===== src/rtl/aes_ctrl_pkg.sv =====
// Shared types and helpers for the AES-128 round controller.
package aes_ctrl_pkg;

  typedef enum logic [3:0] {
    ST_IDLE  = 4'd0,
    ST_LOAD  = 4'd1,
    ST_INIT  = 4'd2,
    ST_SUB   = 4'd3,
    ST_ROUND = 4'd4,
    ST_DONE  = 4'd5
  } ctrl_state_t;

  localparam int         AES128_NR = 10;
  localparam logic [7:0] RCON_INIT = 8'h01;

  // Multiply by x in GF(2^8) modulo the AES polynomial.
  function automatic logic [7:0] xtime(input logic [7:0] x);
    return {x[6:0], 1'b0} ^ (x[7] ? 8'h1b : 8'h00);
  endfunction

endpackage


===== src/rtl/aes_rcon_gen.sv =====
// Round-constant register for the AES-128 key expansion: restarts at 01, advances by xtime.
module aes_rcon_gen
  import aes_ctrl_pkg::*;
(
  input  logic       clk,
  input  logic       reset,
  input  logic       clear,
  input  logic       step,
  output logic [7:0] rcon
);

  logic [7:0] rcon_q;

  always_ff @(posedge clk) begin
    if (reset || clear) begin
      rcon_q <= RCON_INIT;
    end else if (step) begin
      rcon_q <= xtime(rcon_q);
    end
  end

  assign rcon = rcon_q;

endmodule


===== src/rtl/aes_round_ctrl.sv =====
// AES-128 round sequencer: waits for the key/plaintext load to finish, then steps the datapath
// through the initial AddRoundKey, NR rounds and completion.
module aes_round_ctrl
  import aes_ctrl_pkg::*;
#(
  parameter int NR       = AES128_NR,
  parameter int SBOX_LAT = 1
) (
  input  logic       clk,
  input  logic       reset,
  input  logic       load,
  output logic       state_en,
  output logic       key_en,
  output logic       sel_init,
  output logic       mix_en,
  output logic [3:0] round,
  output logic [7:0] rcon,
  output logic       done,
  output logic [3:0] debug_state
);

  localparam logic [3:0] ROUND_LAST = 4'(NR);
  localparam logic [1:0] WAIT_LAST  = (SBOX_LAT > 0) ? 2'(SBOX_LAT - 1) : 2'd0;
  localparam ctrl_state_t AFTER_KEY = (SBOX_LAT == 0) ? ST_ROUND : ST_SUB;

  ctrl_state_t state_q, state_d;
  logic [3:0]  round_q, round_d;
  logic [1:0]  wait_q, wait_d;
  logic        load_q;
  logic        rcon_clear, rcon_step;
  logic        state_en_q, key_en_q, sel_init_q, mix_en_q, done_q;

  // NOTE: every always_comb output gets a default first, so no path leaves a latch behind.
  always_comb begin
    state_d    = state_q;
    round_d    = round_q;
    wait_d     = wait_q;
    rcon_clear = 1'b0;
    rcon_step  = 1'b0;

    case (state_q)
      ST_IDLE: if (load) state_d = ST_LOAD;
      ST_LOAD: if (!load && load_q) state_d = ST_INIT;
      ST_INIT: begin
        round_d = 4'd1;
        wait_d  = 2'd0;
        state_d = AFTER_KEY;
      end
      ST_SUB: begin
        if (wait_q == WAIT_LAST) state_d = ST_ROUND;
        else                     wait_d  = wait_q + 2'd1;
      end
      ST_ROUND: begin
        if (round_q == ROUND_LAST) begin
          state_d = ST_DONE;
        end else begin
          round_d   = round_q + 4'd1;
          rcon_step = 1'b1;
          wait_d    = 2'd0;
          state_d   = AFTER_KEY;
        end
      end
      ST_DONE: if (load) state_d = ST_LOAD;
      default: state_d = ST_IDLE;
    endcase

    // A new load while the rounds are running abandons the encryption.
    if (load && (state_q inside {ST_INIT, ST_SUB, ST_ROUND})) begin
      state_d   = ST_LOAD;
      rcon_step = 1'b0;
    end

    if (state_d == ST_LOAD) begin
      round_d    = 4'd0;
      rcon_clear = 1'b1;
    end
  end

  // Outputs are decoded from the next state and registered, so they track state_q glitch-free.
  // NOTE: sequential state uses non-blocking assignments so every register samples pre-edge values.
  always_ff @(posedge clk) begin
    if (reset) begin
      state_q    <= ST_IDLE;
      round_q    <= 4'd0;
      wait_q     <= 2'd0;
      load_q     <= 1'b0;
      state_en_q <= 1'b0;
      key_en_q   <= 1'b0;
      sel_init_q <= 1'b0;
      mix_en_q   <= 1'b0;
      done_q     <= 1'b0;
    end else begin
      state_q    <= state_d;
      round_q    <= round_d;
      wait_q     <= wait_d;
      load_q     <= load;
      state_en_q <= (state_d == ST_INIT) || (state_d == ST_ROUND);
      key_en_q   <= (state_d == ST_INIT) || (state_d == ST_ROUND);
      sel_init_q <= (state_d == ST_INIT);
      mix_en_q   <= (state_d == ST_ROUND) && (round_d != ROUND_LAST);
      done_q     <= (state_d == ST_DONE);
    end
  end

  aes_rcon_gen u_rcon_gen (
    .clk   (clk),
    .reset (reset),
    .clear (rcon_clear),
    .step  (rcon_step),
    .rcon  (rcon)
  );

  assign state_en    = state_en_q;
  assign key_en      = key_en_q;
  assign sel_init    = sel_init_q;
  assign mix_en      = mix_en_q;
  assign done        = done_q;
  assign round       = round_q;
  assign debug_state = state_q;

endmodule


===== config.mk =====
export PLATFORM = sky130hd
export DESIGN_NAME = aes_round_ctrl
export DESIGN_NICKNAME = d
export VERILOG_FILES = /design/src/rtl/aes_ctrl_pkg.sv /design/src/rtl/aes_rcon_gen.sv /design/src/rtl/aes_round_ctrl.sv
export SDC_FILE = /design/constraint.sdc
export NUM_CORES = 1
export LEC_CHECK = 0
export ABC_AREA = 1
export BUFFER_PORTS_ARGS = -buffer_cell sky130_fd_sc_hd__clkbuf_2
export CAP_MARGIN = 20
export CORE_ASPECT_RATIO = 1.25
export CORE_MARGIN = 3
export CORE_UTILIZATION = 46
export CTS_CLUSTER_DIAMETER = 40
export DETAILED_ROUTE_END_ITERATION = 16
export GPL_TIMING_DRIVEN = 0
export PLACE_DENSITY = 0.72
export SETUP_SLACK_MARGIN = 0.2
export SLEW_MARGIN = 10
export SYNTH_ARGS = -nofsm -noshare
export SYNTH_HDL_FRONTEND = slang
export SYNTH_SLANG_ARGS = --single-unit

===== constraint.sdc =====
create_clock -name clk -period 2.1 [get_ports clk]
set_clock_uncertainty 0.1 [all_clocks]
set_input_delay 0.42 -clock clk [delete_from_list [all_inputs] [get_ports clk]]
set_output_delay 0.42 -clock clk [all_outputs]
set_load 0.005 [all_outputs]

# ---- After elaboration in Yosys (flattened, before gate mapping)
# Index checks and enable logic that the tools add are counted.
dict set report totals {
  elab_cells 53
  register_bits 23
  input_bits 3
  out_inout_bits 21
}
dict set report op_classes {
  eq_ne 13
  add_sub_neg 2
  n_reduce_logical 11
  bitwise 1
  n_mux 17
}
# cell n
set op_table {}
lappend op_table {{two-way mux 4 bit} 6}
lappend op_table {{one-hot mux 4 bit (5 select lines)} 1}
lappend op_table {{== test 4 x 3 -> 1 bit, second input constant} 4}
lappend op_table {{== test 4 x 2 -> 1 bit, second input constant} 3}
lappend op_table {{== test 4 x 1 -> 1 bit, second input constant} 2}
lappend op_table {{one-hot mux 4 bit (2 select lines)} 1}
lappend op_table {{XOR 8 bit} 1}
lappend op_table {{one-hot mux 2 bit (3 select lines)} 1}
lappend op_table {{two-way mux 5 bit} 1}
lappend op_table {{adder 4 x 1 -> 4 bit, second input constant} 1}
lappend op_table {{== test 4 bit, second input constant} 1}
lappend op_table {{zero test 4 bit} 1}
lappend op_table {{two-way mux 1 bit} 4}
lappend op_table {{two-way mux 2 bit} 2}
lappend op_table {{inequality test 2 bit, second input constant} 2}
lappend op_table {{inequality test 4 bit, second input constant} 1}
lappend op_table {{logical AND 1 bit} 3}
lappend op_table {{two-way mux 3 bit} 1}
lappend op_table {{AND reduction 3 bit} 1}
lappend op_table {{nonzero test 3 bit} 1}
lappend op_table {{adder 2 x 1 -> 2 bit, second input constant} 1}
lappend op_table {{zero test 2 bit} 1}
lappend op_table {{logical OR 1 bit} 2}
lappend op_table {{OR reduction 2 bit} 1}
lappend op_table {{zero test 1 bit} 1}

# ---- Longest topological paths before layout
# Gate-level depths: netlist of run 1.
dict set report logic_depth {
  depth_word 9
  depth_mapped 12
  depth_no_buf 11
}

# ---- Modules after synthesis
# From an unflattened synthesis of run 1, not the netlist that was laid out.
dict set report unflattened {
  hier_cells 176
  area_unflattened_um2 1193.6
}
# mod area_per_inst_um2 n_inst seq_area_each_um2 cells_per_inst
set modules_own_cells {}
lappend modules_own_cells {aes_round_ctrl 854.6 1 300.3 127}
lappend modules_own_cells {aes_rcon_gen 339.1 1 160.2 49}

# ---- Worst setup path before layout of run 1
# No wires, ideal clock.
dict set report synth_path {
  path_kind {register -> register}
  start {register round_q[0] (netlist: round[0])}
  end {register u_rcon_gen.rcon_q[3] (netlist: u_rcon_gen.rcon[3])}
  path_slack_ns 0.466
  setup_time_ns 0.116
  t_arrival_ns 1.418
  required_ns 1.884
  stages_incl_launch_ff 10
  synth_period_minus_slack_ns 1.634
  n_path_buf 1
  cell_sequence {dfxtp_1 inv_1 ha_1 nand3_1 nand3_1 inv_1 nand2_2 buf_6 a21oi_1 nor2_2}
}
dict set report synth_between {
  elab_chain_len 7
  elab_cells_between_ends 10
  classes_between {2 x eq/ne; 7 x mux; 1 x reduce/logical}
}
# item line
set synth_lines {}
lappend synth_lines {{from (decl)} aes_round_ctrl.sv:27} ;# logic [3:0] round_q, round_d;
lappend synth_lines {{from (signal assigned)} aes_round_ctrl.sv:94} ;# round_q <= round_d;
lappend synth_lines {{== test 4 bit *} aes_round_ctrl.sv:54} ;# if (round_q == ROUND_LAST) begin
lappend synth_lines {{two-way mux 3 bit} aes_round_ctrl.sv:54}
lappend synth_lines {{one-hot mux 4 bit (5 select lines)} aes_round_ctrl.sv:41} ;# case (state_q)
lappend synth_lines {{two-way mux 4 bit} aes_round_ctrl.sv:68} ;# if (load && (state_q inside {ST_INIT, ST_SUB, ST_ROUND})) begin
lappend synth_lines {{== test 4 x 1 -> 1 bit} aes_round_ctrl.sv:73} ;# if (state_d == ST_LOAD) begin
lappend synth_lines {{two-way mux 1 bit} aes_round_ctrl.sv:73}
lappend synth_lines {{logical OR 1 bit} aes_rcon_gen.sv:15} ;# if (reset || clear) begin
lappend synth_lines {{to (signal assigned)} aes_rcon_gen.sv:18} ;# rcon_q <= xtime(rcon_q);
lappend synth_lines {{to (decl)} aes_rcon_gen.sv:12} ;# logic [7:0] rcon_q;
# Every way passes the cells marked *; elsewhere a longest branch is shown, timed or not.
# A chain may end at the register's enable or synchronous reset.

# ---- Worst setup path after layout of run 1
dict set report layout_path {
  start {register state_q[2] (netlist: debug_state[2])}
  end {register u_rcon_gen.rcon_q[4] (netlist: u_rcon_gen.rcon[4])}
}
dict set report layout_between {
  elab_chain_len 7
  elab_cells_between_ends 19
  classes_between {6 x eq/ne; 8 x mux; 5 x reduce/logical}
}
# item line
set layout_lines {}
lappend layout_lines {{from (decl)} aes_round_ctrl.sv:26} ;# ctrl_state_t state_q, state_d;
lappend layout_lines {{from (signal assigned)} aes_round_ctrl.sv:93} ;# state_q <= state_d;
lappend layout_lines {{== test 4 x 3 -> 1 bit, or another cell as far along} aes_round_ctrl.sv:41}
lappend layout_lines {{OR reduction 2 bit (no line) / nonzero test 3 bit (equally long branches)} --}
lappend layout_lines {{one-hot mux 4 bit (5 select lines) / logical AND 1 bit (equally long branches)} {aes_round_ctrl.sv:41, aes_round_ctrl.sv:68}}
lappend layout_lines {{two-way mux 4 bit} aes_round_ctrl.sv:68}
lappend layout_lines {{== test 4 x 1 -> 1 bit} aes_round_ctrl.sv:73}
lappend layout_lines {{two-way mux 1 bit} aes_round_ctrl.sv:73}
lappend layout_lines {{logical OR 1 bit} aes_rcon_gen.sv:15}
# Several ways; a longest one is shown, not always the timed one.

==> flow_summary.ini, run 1 <==
[power_and_ir_drop]
p_int_w = 0.000528
p_leak_nw = 0.733
power.density_nw_per_um2 = 487
clkPwrFrac = 0.294
power.switching_w = 0.000177
power_switching_share = 0.251
vdd.ir_drop.worst_v = 0.000364
seqPwrFrac = 0.631
comb_power_share = 0.075

[min_path]
hold_class = input pin to flip-flop

[synth]
synth-edff-count = 0
syn-num-nets = 180
synth_cell_type_count = 24
yosys_warnings = 0
synth_ff_type = dfxtp_1
seq_area_frac_synth = 0.369
async_reset_ff_frac = 0
syn_area_um2 = 1250
yosys_register_bits = 23
synth_area_per_cell_um2 = 7.17
syn_inst = 174

[die]
pin_count = 24
dieArea_um2 = 3380
die_x_um = 52.6
die_h_um = 64.2
num_rows = 20
start_util = 0.498
core-area_um2 = 2500

[setup_path]
r2r_start = debug_state[2]
r2r_slack_ps = 320
crit_type = flip-flop to flip-flop
regToRegEndpoint = u_rcon_gen.rcon[4]
critPathLaunchType = flip-flop
crit_required_ps = 2220
crit_arrival_ps = 1900
cp-endpoint = u_rcon_gen.rcon[4]
endpoint_kind = flip-flop
rr_worst_depth = 11
crit_fanout = 10
cp-startpoint = debug_state[2]

[detailed_routing]
drtIter0Drc = 26
vias_per_cell = 4.95
wl_um = 2540
avgRoutedWirePerCell_um = 10.8
drtAntennaViolNets = 0
vias = 1163
drc = 0
firstDrtPassIters = 4

[clock_tree]
cts_made_buffers = 3
cts.sinks = 23
cts_buffer_depth = 2
htreeDepth = 1
clkLatencyLatePin_ps = 320
root_buffer = clkbuf_4
cts_tree = yes
path_clk_slew_ps = 130

[timing]
finalHoldViolations = 0
fin_crit_sh = 0.848
tns_ps = 0
min_period_ps = 1780
report.final.slew_viol_count = 0
fin_ws_ps = 320
fmax_mhz = 562
setup_violations = 0
grt_setup_unrepaired = no

[flow_run]
maxCapViolations = 0

[layout]
fin_area_um2 = 1450
layout-drive-gt1-share = 0.312
diodes = 0
finalNonFillerCells = 235
fin_nets = 209
fin_util = 0.579
area_growth_syn_to_layout_pct = 16.1

[grt]
antenna_found_initial = 0
grt_pass1_vias = 1140
grt_max_degree = 14
grtUsageTotal = 0.175
overflow = 0
grt_first_pass_wirelength_um = 4600

[placement]
pre_cts_slack_ps = 227
dp_cells = 230
io_buffer_count = 23
place_area_um2 = 1400
dp_hpwl_um = 1980
gp_congestion = 0.820

[run_status]
status = finished clean
-- cell usage after synthesis, drive strengths merged (3+ instances only) --
library cell  instances  share of area
nand4                 3          0.015
a21oi                 6          0.024
dfxtp                23           0.37
nand2                43           0.15
buf                   4          0.033
ha                    3          0.030
o21ai                 3          0.012
nand3                22           0.10
xnor2                 3          0.021
nor2                 32           0.13
inv                  26          0.078
-- area by class of cell --
| type | instances | area, µm² |
|---|---|---|
| tap | 33 | 41.3 |
| timing repair buffer | 24 | 123 |
| clock buffer | 3 | 22.5 |
| inverter | 26 | 97.6 |
| sequential | 23 | 467 |
| buffer | 5 | 45.0 |
| multi-input combinational | 120 | 648 |
| clock inverter | 1 | 5.00 |
| fill | 258 | 1050 |
-- sequential cells by signal (all words and copies together) (netlist names) --
| register | cells |
|---|---|
| debug_state | 4 |
| load_q | 1 |
| u_rcon_gen.rcon | 8 |
| wait_q | 2 |
| mix_en | 1 |
| done | 1 |
| sel_init | 1 |
| round | 4 |
| key_en | 1 |
-- layer usage --
layer  share of wire  up-vias  wire length (µm)  global-route usage
met5               0        -                 0                   0
met4           0.012        0                31              0.0639
met3           0.052        4               131              0.0280
met2            0.53       27              1340               0.317
met1            0.41      536              1040               0.198
li1                -      596                 -                   -
-- power groups by stage --
stage | logic (W) | clock network, W | registers [W]
after detailed placement | 0.0000527 | 0 | 0.000456
after CTS | 0.0000532 | 0.000210 | 0.000446
final | 0.0000530 | 0.000207 | 0.000445
after floorplan | 0.0000380 | 0 | 0.000455
after global routing | 0.0000596 | 0.000228 | 0.000446
after global placement | 0.0000510 | 0 | 0.000455
-- per-stage QoR --
| stage | total power (W) | hold slack (ps) |
|---|---|---|
| 5_1_grt | 0.000733 | 238 |
| 4_1_cts | 0.000709 | 244 |
| 2_1_floorplan | 0.000493 | 333 |
| 3_3_place_gp | 0.000506 | 349 |
| 3_5_place_dp | 0.000508 | 352 |
| 6_report | 0.000705 | 245 |
-- timing repair --
item | 4_1_cts | 5_1_grt
hold endpoints to repair | 0 | 0
gates resized for setup | 0 | 6
endpoints found under the setup margin | 0 | 13
buffers inserted | 0 | 1
hold buffers | 0 | 0
-- cells in the final DEF (no fill, tap or decap), types with 3 or more instances in the layout --
cell type,n
nand3_2,4
xnor2_1,3
a21oi_1,6
dfxtp_1,20
clkbuf_2,23
ha_1,3
nand2_1,37
nand2_2,4
clkbuf_4,3
inv_1,25
nand3_1,18
nor2_1,17
buf_6,3
nand4_1,3
nor2_2,13
-- worst min path at each step --
stage / startpoint / to / slack (ps) / cells after the start
floorplan: wait_q[1] / wait_q[1] / 330 / 2
global placement: wait_q[1] / wait_q[1] / 350 / 2
detailed placement: wait_q[1] / wait_q[1] / 350 / 2
CTS: reset / wait_q[1] / 240 / 2
global route: reset / wait_q[1] / 240 / 2
finish: reset / wait_q[1] / 250 / 2
-- critical path: stages (launching register included) --
cell	delay [ps]
dfxtp_1	460
inv_1	110
nor2_4	150
nand2_4	90
nand3_2	70
nand2_2	60
buf_6	140
nand3_2	90
nand3_2	90
nand2_2	90
buf_6	170
nor2_2	40
-- logic make-up (layout without fill, tap and decap cells) --
group | Yosys count | in the layout | synth area share
DFF | 23 | 23 | 0.369
xor gates and xnor gates | 4 | 4 | 0.0281
and+or+nand+nor | 102 | 102 | 0.413
buffers and inverters | 31 | 59 | 0.114
AOI/OAI and AO/OA | 10 | 10 | 0.0421
adders and majority gates | 3 | 3 | 0.0301
other | 1 | 1 | 0.00301
Power figures use the tool's default switching activity.
==> run 2: changes to the inputs <==
- clock period: 2.1 -> 1.8 ns (I/O delays scaled with it)
==> flow_summary.ini, run 2 (synthesized netlist as in run 1, its figures left out) <==
[run_status]
status = finished clean

[grt]
antenna_found_initial = 0
grt_first_pass_wirelength_um = 6100
grtUsageTotal = 0.241
grt_max_degree = 13
overflow = 0
grt_pass1_vias = 1420

[layout]
area_growth_syn_to_layout_pct = 50.4
final_common_cell = nand2_1
diodes = 0
layout-drive-gt1-share = 0.536
largest_reg_flops = 8
fin_area_um2 = 1880
final_cell_mix = nand2_1, buf_4, clkbuf_2
fin_nets = 240

[clock_tree]
htreeDepth = 1
clkLatencyLatePin_ps = 320
root_buffer = clkbuf_4
cts_made_buffers = 3
ctsHoldBuffers = 0
cts_buffer_depth = 2
path_clk_slew_ps = 130
cts.sinks = 23
cts_tree = yes

[detailed_routing]
vias_per_cell = 5.03
drtAntennaViolNets = 0
vias = 1338
drc = 0
avgRoutedWirePerCell_um = 14.2
drtIter0Drc = 48
wl_um = 3780
firstDrtPassIters = 4

[timing]
fmax_mhz = 572
fin_crit_sh = 0.971
finalHoldViolations = 0
fin_ws_ps = 52.2
min_period_ps = 1750
setup_violations = 0
grt_setup_unrepaired = yes
report.final.slew_viol_count = 0

[die]
num_rows = 20
die_h_um = 64.2
die_x_um = 52.6
start_util = 0.498
dieArea_um2 = 3380
pin_count = 24
core-area_um2 = 2500

[setup_path]
crit_type = flip-flop to flip-flop
critPathLaunchType = flip-flop
crit_fanout = 6
crit_arrival_ps = 1880
endpoint_kind = flip-flop
crit_required_ps = 1930

[flow_run]
maxCapViolations = 0

[power_and_ir_drop]
vdd.ir_drop.worst_v = 0.000435
p_int_w = 0.000666
p_leak_nw = 0.929
power.density_nw_per_um2 = 480
comb_power_share = 0.149
power.switching_w = 0.000235
clkPwrFrac = 0.275
seqPwrFrac = 0.575
power_switching_share = 0.261

[placement]
dp_hpwl_um = 2020
pre_cts_slack_ps = -6.88
io_buffer_count = 23
place_area_um2 = 1410
gp_congestion = 0.822

[min_path]
hold_class = input pin to flip-flop
## run 2: what timing repair did
action,4_1_cts,5_1_grt
pin swaps,13,12
resized for setup,46,10
cloned,1,0
endpoints found under the setup margin,14,16
buffers inserted,25,6
## run 2: stage by stage
stage / util / std cells / power [W] / hold slack [ps] / setup TNS (ps)
CTS: 0.718 / 260 / 0.000888 / 179 / 0
global placement: 0.563 / 230 / 0.000591 / 350 / 0
global route: 0.750 / 266 / 0.000938 / 176 / -458
finish: 0.750 / 266 / 0.000901 / 185 / 0
detailed placement: 0.563 / 230 / 0.000593 / 359 / -6.88
floorplan: - / 174 / 0.000575 / 329 / 0
## run 2: final cells by class
cell class | instances | area (µm²)
Multi-Input combinational cell | 120 | 782
Clock buffer | 4 | 26.3
Buffer | 5 | 48.8
Fill cell | 172 | 627
Inverter | 26 | 97.6
Timing Repair Buffer | 55 | 399
Sequential cell | 23 | 480
Tap cell | 33 | 41.3
## run 2: path summary, 6_finish.rpt
path                        endpoint  slack [ps]           start  depth (start not counted)
setup / recovery  u_rcon_gen.rcon[4]          50  debug_state[3]                         11
hold / removal             wait_q[1]         180           reset                          2
setup reg to reg  u_rcon_gen.rcon[4]          50  debug_state[3]                         11
hold reg to reg            wait_q[1]         380       wait_q[1]                          2
## run 2: power by group through the flow
stage	clock network [W]	registers (W)	logic [W]
3_5_place_dp	0	0.000531	0.0000615
6_report	0.000248	0.000518	0.000134
2_1_floorplan	0	0.000531	0.0000444
4_1_cts	0.000252	0.000518	0.000119
3_3_place_gp	0	0.000531	0.0000598
5_1_grt	0.000275	0.000519	0.000144
## run 2: critical path, cell delays in order, from the launching register on
cell and delay [ps]:
dfxtp_4 390, nor2_4 250, buf_4 170, nand2_1 60
nand2_1 80, o21ai_2 80, nand3_4 100, nand3_4 90
nand2_4 90, buf_6 100, buf_8 110, nor2_2 40
## run 2: per-layer routing
layer	vias up	global-route usage	share of wire
met2	50	0.450	0.54
met4	0	0.125	0.022
met1	620	0.243	0.39
met5	-	0	0
met3	10	0.0373	0.051
li1	658	-	-
